`config.mk`:
```
export PLATFORM = sky130hd
export DESIGN_NAME = monolith_perm_ctrl
export DESIGN_NICKNAME = d
export VERILOG_FILES = /design/src/rtl/monolith_perm_ctrl.sv
export SDC_FILE = /design/constraint.sdc
export NUM_CORES = 1
export LEC_CHECK = 0
export ABC_AREA = 1
export CORE_AREA = 2 2 790 792
export CTS_CLUSTER_SIZE = 25
export DETAILED_ROUTE_END_ITERATION = 16
export DIE_AREA = 0 0 792 794
export GPL_TIMING_DRIVEN = 0
export PLACE_DENSITY = 0.31
export SLEW_MARGIN = 20
export SYNTH_ARGS = -nofsm -noshare
export SYNTH_HDL_FRONTEND = slang
export SYNTH_SLANG_ARGS = --single-unit
```
`constraint.sdc`:
```
create_clock -name clk -period 2.4 [get_ports clk]
set_clock_uncertainty 0.05 [all_clocks]
set_input_delay 0.48 -clock clk [delete_from_list [all_inputs] [get_ports clk]]
set_output_delay 0.48 -clock clk [all_outputs]
set_load 0.05 [all_outputs]
```
`src/rtl/monolith_perm_ctrl.sv`:
```
// Round-sequencing controller for a Monolith-style permutation: holds the state,
// issues NUM_ROUNDS+1 rounds to an external datapath and hands back the result.
module monolith_perm_ctrl #(
   parameter int WORD_WIDTH = 31,
   parameter int STATE_SIZE = 16,
   parameter int NUM_ROUNDS = 6
) (
   input  logic                                        clk,
   input  logic                                        reset,
   input  logic                                        in_valid,
   output logic                                        in_ready,
   input  logic [STATE_SIZE-1:0][WORD_WIDTH-1:0]       in_state,
   output logic                                        out_valid,
   input  logic                                        out_ready,
   output logic [STATE_SIZE-1:0][WORD_WIDTH-1:0]       out_state,
   output logic                                        rnd_start,
   output logic [$clog2(NUM_ROUNDS+1)-1:0]             rnd_idx,
   output logic                                        rnd_init,
   output logic                                        rnd_last,
   output logic [STATE_SIZE-1:0][WORD_WIDTH-1:0]       rnd_state_out,
   input  logic [STATE_SIZE-1:0][WORD_WIDTH-1:0]       rnd_state_in,
   input  logic                                        rnd_done,
   output logic                                        busy
);

   localparam int IDX_W = $clog2(NUM_ROUNDS + 1);
   localparam logic [IDX_W-1:0] LAST_IDX = IDX_W'(NUM_ROUNDS);

   typedef enum logic [1:0] {
      IDLE,
      ISSUE,
      WAIT,
      DONE
   } state_t;

   state_t                                  state_q, state_d;
   logic [IDX_W-1:0]                        idx_q, idx_d;
   logic [STATE_SIZE-1:0][WORD_WIDTH-1:0]   st_q, st_d;

   always_ff @(posedge clk) begin
      if (!reset) begin
         state_q <= IDLE;
         idx_q   <= '0;
         st_q    <= '0;
      end else begin
         state_q <= state_d;
         idx_q   <= idx_d;
         st_q    <= st_d;
      end
   end

   // rnd_done is honoured only while a round is outstanding (ISSUE/WAIT)
   always_comb begin
      state_d = state_q;
      idx_d   = idx_q;
      st_d    = st_q;
      case (state_q)
         IDLE: begin
            if (in_valid) begin
               st_d    = in_state;
               idx_d   = '0;
               state_d = ISSUE;
            end
         end
         ISSUE, WAIT: begin
            if (rnd_done) begin
               st_d = rnd_state_in;
               if (idx_q < LAST_IDX) begin
                  idx_d   = idx_q + IDX_W'(1);
                  state_d = ISSUE;
               end else begin
                  state_d = DONE;
               end
            end else begin
               state_d = WAIT;
            end
         end
         DONE: begin
            if (out_ready) state_d = IDLE;
         end
         default: state_d = IDLE;
      endcase
   end

   always_comb begin
      in_ready      = (state_q == IDLE);
      out_valid     = (state_q == DONE);
      busy          = (state_q != IDLE);
      rnd_start     = (state_q == ISSUE);
      rnd_idx       = idx_q;
      rnd_init      = (idx_q == '0);
      rnd_last      = (idx_q == LAST_IDX);
      rnd_state_out = st_q;
      out_state     = st_q;
   end

endmodule

```
==> results of run 1 <==
worst max-delay path, stage by stage (launching register included):
cell	delay (ps)
dfxtp_2	350
inv_2	60
ha_4	290
buf_12	190
buf_4	160
buf_8	190
clkbuf_4	280
nand2_1	250
nand2_1	140
nand3_1	80
a21oi_1	140
repair_timing:
item	in CTS	in global routing
setup buffers	22	2
pin swaps	10	2
cloned	11	0
resized for setup	4459	68
endpoints found under the setup margin	1497	381
registers in the layout (all words and copies together) (netlist names):
signal and flops:
state_q 2, rnd_idx 3, out_state 496
through the flow:
| step | hold slack, ps | instance area (sq um) |
|---|---|---|
| finish | 233 | 62400 |
| floorplan | 450 | 28100 |
| global route | 177 | 62300 |
| CTS | 93.5 | 62000 |
| global placement | 423 | 58500 |
| detailed placement | 421 | 58500 |
power breakdown:
group	internal, mW	switching [mW]
clock network	7.43	5.59
logic	14.2	37.4
registers	10.5	3.56
path summary, 6_finish.rpt:
| kind | start | end | slack [ps] | cells after the start |
|---|---|---|---|---|
| worst max-delay path | state_q[1] | out_state[233] | -6 | 10 |
| worst min-delay path | in_state[250] | out_state[250] | 230 | 5 |
| worst max register to register | state_q[1] | out_state[233] | -6 | 10 |
| worst min register to register | out_state[401] | out_state[401] | 430 | 2 |
metal layers:
layer | wire, um | vias up | share of wire (%) | global-route usage, %
met3 | 53900 | 831 | 9.7 | 6.87
met4 | 20200 | 74 | 3.7 | 4.59
met5 | 586 | - | 0.11 | 0
met2 | 268000 | 2512 | 49 | 29.5
li1 | - | 17839 | - | -
met1 | 209000 | 19632 | 38 | 18.7
logic make-up after synthesis:
logic type / after synthesis / share of synthesized area (%)
compound gates: 502 / 8.94
flops: 501 / 35.7
fa+ha+maj: 6 / 0.267
buf+inv: 841 / 19.3
simple gates: 2510 / 35.8
final cells by class:
class / instances / area share, %
Clock buffer: 113 / 3.90
Antenna cell: 110 / 0.441
Multi-Input combinational cell: 3018 / 20.7
Inverter: 15 / 0.122
Timing Repair inverter: 1 / 0.0140
Clock inverter: 33 / 0.494
Buffer: 822 / 9.81
Sequential cell: 501 / 16.5
Timing Repair Buffer: 2034 / 31.4
Tap cell: 8322 / 16.7
layout by cell type (no fill, tap or decap), types with 5 or more instances in the layout:
cell type	synthesis	layout
buf_4	532	793
a21oi_1	499	492
clkdlybuf4s15_1	0	28
dfxtp_2	0	95
nand2_1	2002	1948
clkbuf_2	0	35
buf_6	6	46
clkbuf_1	98	60
dlygate4sd2_1	0	36
buf_16	0	20
buf_8	0	19
buf_12	0	25
clkdlybuf4s50_1	0	996
nor2_1	6	6
dfxtp_4	0	32
clkbuf_4	0	15
nand2_4	1	6
clkdlybuf4s18_2	0	29
clkbuf_8	0	17
nand3_1	498	498
inv_1	14	10
ha_1	6	5
a21oi_2	0	7
diode_2	0	110
buf_2	185	333
clkdlybuf4s15_2	0	425
clkinv_2	0	15
clkbuf_16	0	88
nand2_2	3	48
dfxtp_1	501	374
inv_6	0	7
==> results.sh, run 1 <==
export IMPL_outcome="finished, violations left"
export IMPL_violations="negative setup slack"
export IMPL_remaining_drc_errors=0
export IMPL_seq_area_sq_um=10300
export IMPL_slew_headroom_pct=37.9
export IMPL_cap_violations=0
export IMPL_fill_cells=73037
export IMPL_multi_input_area_sq_um=12900
export IMPL_hold_path_class="in -> reg"
export IMPL_synth_area_sq_um=28100
export IMPL_htree_num_levels=3
export IMPL_criticalPathCategory="reg -> reg"
export IMPL_crit_required_ps=3110
export IMPL_insertion_delay_ps=840
export IMPL_num_rows=290
export IMPL_synth_top_cell_area_share_pct=35.7
export IMPL_p_total_mw=78.7
export IMPL_slew_viol_final=0
export IMPL_max_clock_freq_mhz=416
export IMPL_fin_cells=14969
export IMPL_gr_total_overflow=0
export IMPL_grt_max_degree=20
export IMPL_floorplan_initialDensity_pct=4.52
export IMPL_cts_sinks=501
export IMPL_synth_top_area_cell="dfxtp_1"
export IMPL_die_w_um=792
export IMPL_viasPerCell=2.73
export IMPL_drive_above_1_share_pct=31.8
export IMPL_synth_area_top_cells="dfxtp_1, nand2_1, buf_4, a21oi_1, nand3_1"
export IMPL_gr_usage_all_layers_pct=16.9
export IMPL_crit_arrival_ps=3120
export IMPL_io_pins=1998
export IMPL_routabilityCongestion=0.968
export IMPL_worstMarginPinSlew_ps=931
export IMPL_syn_area_per_cell_sq_um=6.45
export IMPL_core_sq_um=621000
export IMPL_netlist_top_cells_count="nand2_1, buf_4, dfxtp_1"
export IMPL_wl_per_cell_um=36.9
export IMPL_grt_pass1_vias=38603
export IMPL_routed_wl_um=552000
export IMPL_numPortBuffers=1997
export IMPL_area_growth_synth_to_final_pct=122
export IMPL_drtAntennaViolNets=0
export IMPL_clockBufferDepth=4
export IMPL_clock_root_buffer="clkbuf_16"
export IMPL_synthesis_nets=5363
export IMPL_synth_edf_count=0
export IMPL_ys_ff_latch=501
export IMPL_end_kind="register"
export IMPL_cts_tree="yes"
export IMPL_drt_pass1_iterations=5
export IMPL_synth_ff_type="dfxtp_1"
export IMPL_finalHoldViolCount=0
export IMPL_drtIter0Drc=3569
export IMPL_vdd_ir_drop_max_uv=490
export IMPL_critPathLaunchType="register"
export IMPL_fin_tns_setup_ps=-5.54
export IMPL_setup_viol=1
export IMPL_dr_total_vias=40888
export IMPL_antenna_found_initial=395
export IMPL_ys_async_sr_fraction_pct=0
export IMPL_synth_warnings=0
export IMPL_rsz0062_at_grt="yes"
export IMPL_setup_slack_ps=-5.54
export IMPL_synthCells=4360
export IMPL_power_density_nw_per_um2=1260
export IMPL_utilization_pct=10.0
export IMPL_dp_cells=14685
export IMPL_cts_buffers=85
export IMPL_period_needed_ps=2410
export IMPL_period_share_pct=100
export IMPL_cts_hold_buf=0
export IMPL_synth_cell_type_count=16
export IMPL_preCtsSetupSlack_ps=-1720
export IMPL_power_leakage_nw=24.9
export IMPL_grt_pass1_wl_um=640000
export IMPL_final_nets=7481
export IMPL_synth_most_common_cell="nand2_1"
export IMPL_ys_seq_area_share_pct=35.7
export IMPL_die_h_um=794
export IMPL_dieArea_sq_um=629000
export IMPL_dpl_hpwl_um=501000
export IMPL_clkTransAtPathRegs_ps=60
export IMPL_worstPathMaxFanout=10
(Power assumes the default switching activity.)
==> run 2, diff against run 1 <==
--- a/config.mk
+++ b/config.mk
@@ -6,6 +6,7 @@
 export NUM_CORES = 1
 export LEC_CHECK = 0
 export ABC_AREA = 1
+export ABC_CLOCK_PERIOD_IN_PS = 2400
 export CORE_AREA = 2 2 790 792
 export CTS_CLUSTER_SIZE = 25
 export DETAILED_ROUTE_END_ITERATION = 16
==> results of run 2 <==
Same layout as run 1: the final DEF is identical, and so are final timing and power.
